[src/rtl/ps2_event_rx.sv]
// PS/2 keyboard receiver: synchronises and deglitches the raw bus, decodes 11-bit frames,
// folds E0/F0 prefixes into flags and queues key events in a first-word-fall-through FIFO.
module ps2_event_rx #(
  parameter int FIFO_DEPTH  = 16,
  parameter int FILTER_LEN  = 8,
  parameter int TIMEOUT_CYC = 100000,
  parameter int ERR_W       = 8
) (
  input  logic                          CLOCK_50,
  input  logic                          reset_n,
  input  logic                          PS2_CLK,
  input  logic                          PS2_DAT,
  output logic [7:0]                    ev_data,
  output logic                          ev_ext,
  output logic                          ev_brk,
  output logic                          ev_valid,
  input  logic                          ev_ready,
  output logic [$clog2(FIFO_DEPTH):0]   fifo_level,
  output logic                          overflow,
  input  logic                          ovf_clr,
  output logic [ERR_W-1:0]              err_cnt,
  output logic [2:0]                    err_code
);

  localparam int AW   = $clog2(FIFO_DEPTH);
  localparam int FC_W = $clog2(FILTER_LEN + 1);
  localparam int TO_W = $clog2(TIMEOUT_CYC + 1);

  localparam logic [7:0] CODE_EXT = 8'hE0;
  localparam logic [7:0] CODE_BRK = 8'hF0;

  typedef enum logic [1:0] {
    S_IDLE,
    S_DATA,
    S_PARITY,
    S_STOP
  } state_e;

  typedef enum logic [2:0] {
    ERR_NONE    = 3'b000,
    ERR_START   = 3'b001,
    ERR_PARITY  = 3'b010,
    ERR_STOP    = 3'b011,
    ERR_TIMEOUT = 3'b100
  } err_e;

  typedef struct packed {
    logic       ext;
    logic       brk;
    logic [7:0] code;
  } event_t;

  // ---------------------------------------------------------------------------
  // Synchroniser and glitch filter; bit 0 carries PS2_CLK, bit 1 carries PS2_DAT.
  // ---------------------------------------------------------------------------
  logic [1:0]            sync1_q, sync2_q;
  logic [1:0]            filt_q, filt_d;
  logic [1:0][FC_W-1:0]  fcnt_q, fcnt_d;
  logic                  clk_prev_q;
  logic                  strobe;
  logic                  bit_val;

  always_ff @(posedge CLOCK_50 or negedge reset_n) begin
    if (!reset_n) begin
      sync1_q    <= '1;
      sync2_q    <= '1;
      filt_q     <= '1;
      fcnt_q     <= '0;
      clk_prev_q <= 1'b1;
    end else begin
      // NOTE: every register here updates with <= so all flops sample pre-edge values together.
      sync1_q    <= {PS2_DAT, PS2_CLK};
      sync2_q    <= sync1_q;
      filt_q     <= filt_d;
      fcnt_q     <= fcnt_d;
      clk_prev_q <= filt_q[0];
    end
  end

  always_comb begin
    // NOTE: defaults first so no path through this block leaves a variable unassigned (no latches).
    filt_d = filt_q;
    fcnt_d = fcnt_q;
    for (int i = 0; i < 2; i++) begin
      if (sync2_q[i] == filt_q[i]) begin
        fcnt_d[i] = '0;
      end else if (fcnt_q[i] == FC_W'(FILTER_LEN - 1)) begin
        filt_d[i] = sync2_q[i];
        fcnt_d[i] = '0;
      end else begin
        fcnt_d[i] = fcnt_q[i] + 1'b1;
      end
    end
  end

  assign strobe  = clk_prev_q & ~filt_q[0];
  assign bit_val = filt_q[1];

  // ---------------------------------------------------------------------------
  // Frame decoder
  // ---------------------------------------------------------------------------
  state_e              state_q, state_d;
  logic [2:0]          idx_q, idx_d;
  logic [7:0]          shift_q, shift_d;
  logic                par_q, par_d;
  logic [TO_W-1:0]     to_cnt_q, to_cnt_d;
  logic                ext_pend_q, ext_pend_d;
  logic                brk_pend_q, brk_pend_d;
  logic [ERR_W-1:0]    err_cnt_q, err_cnt_d;
  err_e                err_code_q, err_code_d;
  logic                push_q, push_d;
  event_t              push_ev_q, push_ev_d;
  logic                err_now;
  err_e                err_val;
  logic                timeout;

  always_ff @(posedge CLOCK_50 or negedge reset_n) begin
    if (!reset_n) begin
      state_q    <= S_IDLE;
      idx_q      <= '0;
      shift_q    <= '0;
      par_q      <= 1'b0;
      to_cnt_q   <= '0;
      ext_pend_q <= 1'b0;
      brk_pend_q <= 1'b0;
      err_cnt_q  <= '0;
      err_code_q <= ERR_NONE;
      push_q     <= 1'b0;
      push_ev_q  <= '0;
    end else begin
      state_q    <= state_d;
      idx_q      <= idx_d;
      shift_q    <= shift_d;
      par_q      <= par_d;
      to_cnt_q   <= to_cnt_d;
      ext_pend_q <= ext_pend_d;
      brk_pend_q <= brk_pend_d;
      err_cnt_q  <= err_cnt_d;
      err_code_q <= err_code_d;
      push_q     <= push_d;
      push_ev_q  <= push_ev_d;
    end
  end

  // The watchdog counts cycles since the last strobe; it never fires in a strobe cycle.
  assign timeout = (state_q != S_IDLE) && !strobe &&
                   (to_cnt_q == TO_W'(TIMEOUT_CYC - 1));

  always_comb begin
    state_d    = state_q;
    idx_d      = idx_q;
    shift_d    = shift_q;
    par_d      = par_q;
    ext_pend_d = ext_pend_q;
    brk_pend_d = brk_pend_q;
    err_cnt_d  = err_cnt_q;
    err_code_d = err_code_q;
    push_d     = 1'b0;
    push_ev_d  = push_ev_q;
    err_now    = 1'b0;
    err_val    = ERR_NONE;

    if ((state_q == S_IDLE) || strobe) begin
      to_cnt_d = '0;
    end else begin
      to_cnt_d = to_cnt_q + 1'b1;
    end

    unique case (state_q)
      S_IDLE: begin
        if (strobe) begin
          if (!bit_val) begin
            state_d = S_DATA;
            idx_d   = '0;
          end else begin
            err_now = 1'b1;
            err_val = ERR_START;
          end
        end
      end
      S_DATA: begin
        if (strobe) begin
          shift_d = {bit_val, shift_q[7:1]};
          if (idx_q == 3'd7) begin
            state_d = S_PARITY;
          end else begin
            idx_d = idx_q + 1'b1;
          end
        end
      end
      S_PARITY: begin
        if (strobe) begin
          par_d   = bit_val;
          state_d = S_STOP;
        end
      end
      S_STOP: begin
        if (strobe) begin
          state_d = S_IDLE;
          // Parity is judged first so a frame with both faults reports a parity error.
          if (!(^{shift_q, par_q})) begin
            err_now = 1'b1;
            err_val = ERR_PARITY;
          end else if (!bit_val) begin
            err_now = 1'b1;
            err_val = ERR_STOP;
          end else if (shift_q == CODE_EXT) begin
            ext_pend_d = 1'b1;
          end else if (shift_q == CODE_BRK) begin
            brk_pend_d = 1'b1;
          end else begin
            push_d     = 1'b1;
            push_ev_d  = '{ext: ext_pend_q, brk: brk_pend_q, code: shift_q};
            ext_pend_d = 1'b0;
            brk_pend_d = 1'b0;
          end
        end
      end
      default: state_d = S_IDLE;
    endcase

    if (timeout) begin
      state_d = S_IDLE;
      err_now = 1'b1;
      err_val = ERR_TIMEOUT;
    end

    if (err_now) begin
      err_code_d = err_val;
      if (err_cnt_q != '1) begin
        err_cnt_d = err_cnt_q + 1'b1;
      end
      ext_pend_d = 1'b0;
      brk_pend_d = 1'b0;
    end
  end

  // ---------------------------------------------------------------------------
  // Event FIFO (first-word fall-through)
  // ---------------------------------------------------------------------------
  event_t           mem_q [FIFO_DEPTH];
  logic [AW-1:0]    wr_ptr_q, rd_ptr_q;
  logic [AW:0]      count_q;
  logic             overflow_q;
  logic             full;
  logic             pop;
  logic             do_push;
  logic             ovf_set;
  event_t           head;

  assign full     = (count_q == (AW + 1)'(FIFO_DEPTH));
  assign ev_valid = (count_q != '0);
  assign pop      = ev_valid & ev_ready;
  assign do_push  = push_q & (~full | pop);
  assign ovf_set  = push_q & full & ~pop;

  // NOTE: storage has no reset; an empty FIFO masks it, so only pointers and count need one.
  always_ff @(posedge CLOCK_50) begin
    if (do_push) begin
      mem_q[wr_ptr_q] <= push_ev_q;
    end
  end

  always_ff @(posedge CLOCK_50 or negedge reset_n) begin
    if (!reset_n) begin
      wr_ptr_q   <= '0;
      rd_ptr_q   <= '0;
      count_q    <= '0;
      overflow_q <= 1'b0;
    end else begin
      if (do_push) begin
        wr_ptr_q <= wr_ptr_q + 1'b1;
      end
      if (pop) begin
        rd_ptr_q <= rd_ptr_q + 1'b1;
      end
      if (do_push && !pop) begin
        count_q <= count_q + 1'b1;
      end else if (pop && !do_push) begin
        count_q <= count_q - 1'b1;
      end
      // A new drop outranks a clear in the same cycle.
      if (ovf_set) begin
        overflow_q <= 1'b1;
      end else if (ovf_clr) begin
        overflow_q <= 1'b0;
      end
    end
  end

  assign head                      = mem_q[rd_ptr_q];
  assign {ev_ext, ev_brk, ev_data} = ev_valid ? head : '0;
  assign fifo_level                = count_q;
  assign overflow                  = overflow_q;
  assign err_cnt                   = err_cnt_q;
  assign err_code                  = err_code_q;

endmodule

[config.mk]
export PLATFORM = sky130hd
export DESIGN_NAME = ps2_event_rx
export DESIGN_NICKNAME = d
export VERILOG_FILES = /design/src/rtl/ps2_event_rx.sv
export SDC_FILE = /design/constraint.sdc
export NUM_CORES = 1
export LEC_CHECK = 0
export ABC_AREA = 1
export CAP_MARGIN = 40
export CORE_MARGIN = 2
export CORE_UTILIZATION = 40
export DETAILED_ROUTE_END_ITERATION = 7
export PLACE_DENSITY_LB_ADDON = 0.2
export REMOVE_ABC_BUFFERS = 1
export SETUP_SLACK_MARGIN = 0.5
export SLEW_MARGIN = 20
export SYNTH_ARGS = -nofsm -noshare
export SYNTH_HDL_FRONTEND = slang
export SYNTH_SLANG_ARGS = --single-unit
[constraint.sdc]
create_clock -name CLOCK_50 -period 3.45 [get_ports CLOCK_50]
set_clock_uncertainty 0.2 [all_clocks]
set_input_delay 0.69 -clock CLOCK_50 [delete_from_list [all_inputs] [get_ports CLOCK_50]]
set_output_delay 0.69 -clock CLOCK_50 [all_outputs]
set_load 0.03 [all_outputs]
; After elaboration in Yosys (flattened, before gate mapping)
; Memories as Yosys holds them, arrays and structs flattened.
; Index checks and enable logic that the tools add are counted.
[word_totals]
regBits = 84
out_inout_bits = 28
input_bits = 6
n_memories = 1
mem_bits_rw = 160
[memory_table]
columns = memory, depth, width, rd, rd_ports_with_merged_regs, wr, line_no
row1 = mem_q, 16, 10, 1, 0, 1, 241  ; event_t mem_q [FIFO_DEPTH];
[op_classes]
mux = 59
eq_ne = 25
n_reduce_logical = 29
bitwise_logic = 13
add_sub_neg = 9
[ops]
columns = op, n
row1 = $mux 1, 32
row2 = $ne 3x3->1 const B, 7
row3 = $mux 2, 10
row4 = $add 17x1->17 const B, 1
row5 = $eq 17x17->1 const B, 1
row6 = $mux 17, 1
row7 = $add 4x1->4 const B, 4
row8 = $eq 8x8->1 const B, 2
row9 = $mux 4, 4
row10 = $reduce_bool 2->1, 8
row11 = $mux 3, 5
row12 = $reduce_and 5->1, 3
row13 = $reduce_and 6->1, 2
row14 = $mux 10, 1
row15 = $mux 5, 2
row16 = $ne 2x2->1 const B, 5
row17 = $reduce_and 2->1, 5
row18 = $reduce_xor 9->1, 1
row19 = $add 8x1->8 const B, 1
row20 = $eq 4x3->1 const B, 2
row21 = $ne 8x8->1 const B, 1
row22 = $pmux 2 s4, 1
row23 = $not 1->1, 7
row24 = $pmux 3 s2, 1
row25 = 17 further kinds, 28

; Depth between registers and ports, before layout
[depth]
ltp_word = 8
depth_mapped = 16
ltp_nobuf = 15

; Worst setup path before layout
; OpenSTA, ideal clock, no wires.
[synth_path]
kind = flip-flop to flip-flop
startpoint = reg count_q[1], in the netlist fifo_level[1]
endpoint = reg count_q[4], in the netlist fifo_level[4]
stages_incl_launch_ff = 14
slack_ns = 0.448
t_arrival_ns = 2.666
path_buffers = 0
cell_sequence = dfrtp_1 nor4_1 nand2_1 nand2_1 ha_1 inv_1 ha_1 nand2_1 nor2_1 a211oi_1 nand2_1 nand2_1 nor2_1 xor2_1
[synth_between]
elab_chain_len = 7
[synth_lines]
columns = element, line_no
row1 = from (decl), 243  ; logic [AW:0] count_q;
row2 = from (signal assigned), 278  ; count_q <= count_q + 1'b1;
row3 = from (signal assigned), 280  ; count_q <= count_q - 1'b1;
row4 = $reduce_bool 5->1 (*), 252  ; assign ev_valid = (count_q != '0);
row5 = named net ev_valid, 16  ; output logic ev_valid,
row6 = $and 1x1->1 (*), 253  ; assign pop = ev_valid & ev_ready;
row7 = $or 1x1->1, 254  ; assign do_push = push_q & (~full | pop);
row8 = $and 1x1->1, 254
row9 = $logic_not 1->1, 279  ; end else if (pop && !do_push) begin
row10 = $logic_and 1x1->1, 279
row11 = $reduce_bool 2->1 (no line), -
; Mark *: on every way through the listed nets, which the timed path passes. The rest lies on a longest branch. The select of a mux whose other input is x is not followed.
; A chain may end at the register's enable or synchronous reset.

; Worst setup path after layout
[layout_path]
startpoint = reg rd_ptr_q[0]
endpoint = out ev_data[3]
[layout_between]
elab_chain_len = 2
[layout_lines]
columns = element, line_no
row1 = from (decl), 242  ; logic [AW-1:0] wr_ptr_q, rd_ptr_q;
row2 = from (signal assigned), 275  ; rd_ptr_q <= rd_ptr_q + 1'b1;
row3 = $mem_v2 16x10, -
row4 = $mux 10, 292  ; assign {ev_ext, ev_brk, ev_data} = ev_valid ? head : '0;
row5 = to (decl), 13  ; output logic [7:0] ev_data,
; Every way passes these cells.

==> results.yml <==
run_status:
  run_status: "finished, violations left"
  violations: "hold timing"
placement:
  portBuffers: 33
  place_congestion: 0.746
  dp_cells: 1277
  dp.final_hpwl_um: 14000
  pre_cts_ws_ns: 0.218
worst_setup_path:
  r2r-end: "fifo_level[4]$_DFFE_PN0P_"
  r2r_start: "fifo_level[1]$_DFFE_PN0P_"
  start_kind: "flop"
  endpoint_kind: "output pin"
  cp_data_required_time_ns: 2.56
  crit_fanout: 7
  rr_worst_depth: 13
  critPathCapture: "ev_data[3]"
  reg2reg_slack_ns: 0.83
  arrival_ns: 2.17
  startpoint: "rd_ptr_q[0]$_DFFE_PN0N_"
  path_class: "reg2out"
grt:
  grt_pass1_vias: 6736
  grt_start_max_net_pins: 50
  gr-total-overflow: 0
  grtUsageTotal_pct: 17.5
  grt_pass1_wl_um: 37300
  antenna_found_initial: 0
timing:
  fmax_mhz: 327
  rsz0062_at_grt: "yes"
  hold_viol: 13
  maxSlewHeadroom_pct: 57.3
  worst_slack_ns: 0.390
  whs_ns: -0.0162
  period_share_pct: 88.7
  worst_pin_slew_ns: 0.639
  slew_violations: 0
  min_period_ns: 3.06
  setup_viol: 0
synthesis:
  synth-async-reset-ratio_pct: 34.4
  syn_inst: 915
  ys.flop_type: "edfxtp_1"
  yosys_register_bits: 244
  syn_area_per_cell_um2: 11.4
  ys_types: 44
  yosysSeqAreaShare_pct: 66.5
  syn_area_um2: 10400
  yosysWarnings: 0
  synth-edff-count: 160
floorplan:
  fp-row-count: 59
  die_y_um: 165
  start_util_pct: 40.4
  fp.dieW_um: 165
  core_um2: 25800
  num_io_pins: 34
  dieArea_um2: 27300
layout:
  final_common_cell: "edfxtp_1"
  fillCellCount: 2276
  drive_above_1_share_pct: 19.9
  final_util_pct: 50.0
  nets: 1025
  mostFrequentLayoutCells: "edfxtp_1 (160), nor2_1 (134), o21ai_0 (103)"
  antenna_cells: 0
  final_cells: 1353
  area_growth_pct: 23.9
route:
  ant_nets: 0
  dr.pass1.iters: 5
  wirelength_um: 24200
  drc: 0
  wl_per_cell_um: 17.9
  vias: 7048
  drt-vias-per-instance: 5.21
  first_iter_violations: 604
clock_network:
  cts_tree: "done"
  cts_hold_buf: 0
  cts-root-buf: "clkbuf_16"
  cts.sinks: 244
  clk_pin_slew_worst_paths_ns: 0.06
  clk_path_buf_depth: 3
  cts-htree-levels: 1
  numCtsBuffers: 26
  worst_skew_pair.late_latency_ns: 0.54
pwr:
  p_leak_nw: 4.70
  vdd_drop_max_uv: 881
  p_per_area_nw_per_um2: 798
min_path:
  hp-class: "in2async"
flow_run:
  maxCapViolations: 0
[synth_stat cells, types with 4 or more instances]
cell	instances	area, um2
edfxtp_1	160	4800
nor2_1	139	522
o21ai_0	124	621
nand2_1	102	383
dfrtp_1	77	1930
inv_1	57	214
nand3_1	35	175
clkbuf_1	31	116
o221ai_1	30	263
a21oi_1	26	130
ha_1	19	238
nand2_2	15	93.8
xor2_1	13	114
o22ai_1	10	62.6
dfstp_2	7	184
nor3_1	7	35.0
xnor2_1	7	61.3
inv_2	6	22.5
nand4_1	4	25.0
nor2_2	4	25.0
[through the flow]
step / hold slack (ns) / power [mW] / setup TNS, ns / area [um2]
2_1_floorplan: 0.145 / 5.24 / -3.40 / 10200
3_3_place_gp: 0.147 / 6.34 / 0 / 11200
3_5_place_dp: 0.147 / 6.37 / 0 / 11200
4_1_cts: 0.00626 / 9.65 / 0 / 12400
5_1_grt: 0.0308 / 10.8 / 0 / 12900
6_report: -0.0162 / 10.3 / 0 / 12900
[power by group]
group          switching (mW)  leakage, nW  total, mW  internal, mW
clock                    1.13        0.432       2.90          1.77
sequential              0.196         2.33       3.48          3.28
combinational            2.25         1.94       3.90          1.65
total                    3.57         4.70       10.3          6.70
[worst min-delay path by stage]
stage | start | endpoint
finish | reset_n | err_cnt[1]$_DFFE_PN0P_
global route | reset_n | err_cnt[1]$_DFFE_PN0P_
CTS | reset_n | err_cnt[5]$_DFFE_PN0P_
detailed placement | sync1_q[1]$_DFF_PN1_ | sync2_q[1]$_DFF_PN1_
global placement | sync1_q[1]$_DFF_PN1_ | sync2_q[1]$_DFF_PN1_
floorplan | sync1_q[0]$_DFF_PN1_ | sync2_q[0]$_DFF_PN1_
[area by class of cell]
| type | count | area [um2] | area share (%) |
|---|---|---|---|
| inverters | 66 | 263 | 2.04 |
| flip-flops and latches | 244 | 6920 | 53.7 |
| clock inverters | 12 | 176 | 1.37 |
| multi-input cells | 569 | 3260 | 25.3 |
| clock buffers | 35 | 724 | 5.62 |
| well taps | 335 | 419 | 3.25 |
| repair buffers | 92 | 1120 | 8.69 |
[layer usage]
layer,share of wire [%],global-route usage (%),wire length (um),vias to the layer above
li1,-,-,-,3389
met3,4.8,2.52,1170,40
met1,45,24.5,11000,3458
met5,0,0,0,-
met2,48,28.5,11600,161
met4,1.9,4.94,465,0
[flip-flops by register name, summed over array words and instances (netlist names), 4 cells and up]
name	cells
fifo_level	5
fcnt_q	8
rd_ptr_q	4
wr_ptr_q	4
mem_q	160
push_ev_q	10
err_cnt	8
to_cnt_q	17
shift_q	8
[cell families (layout without fill, tap and decap cells)]
family                   count (synthesis)  after routing  share of synthesized area (%)
multiplexers                             1              1                          0.108
XOR/XNOR                                20             20                           1.68
buffers and inverters                  102            205                           3.84
flip-flops                             244            244                           66.5
AND/OR/NAND/NOR                        326            326                           14.1
AO/OA/AOI/OAI                          202            202                           11.3
adder cells (fa/ha/maj)                 20             20                           2.48
[critical path, stage by stage, from the launching register on]
cell and delay (ns):
dfrtp_2 0.44, buf_6 0.15, buf_12 0.12, buf_8 0.11, o21ai_1 0.07, o221ai_1 0.23
nand3_1 0.15, a21oi_2 0.22, buf_6 0.16
[timing repair]
item / in CTS / in global routing
gates cloned: 3 / 7
buffers inserted: 9 / 10
setup endpoints to repair: 11 / 12
pin swaps: 7 / 36
resized for setup: 29 / 78
Note: power is estimated with default switching activity, not from simulation.
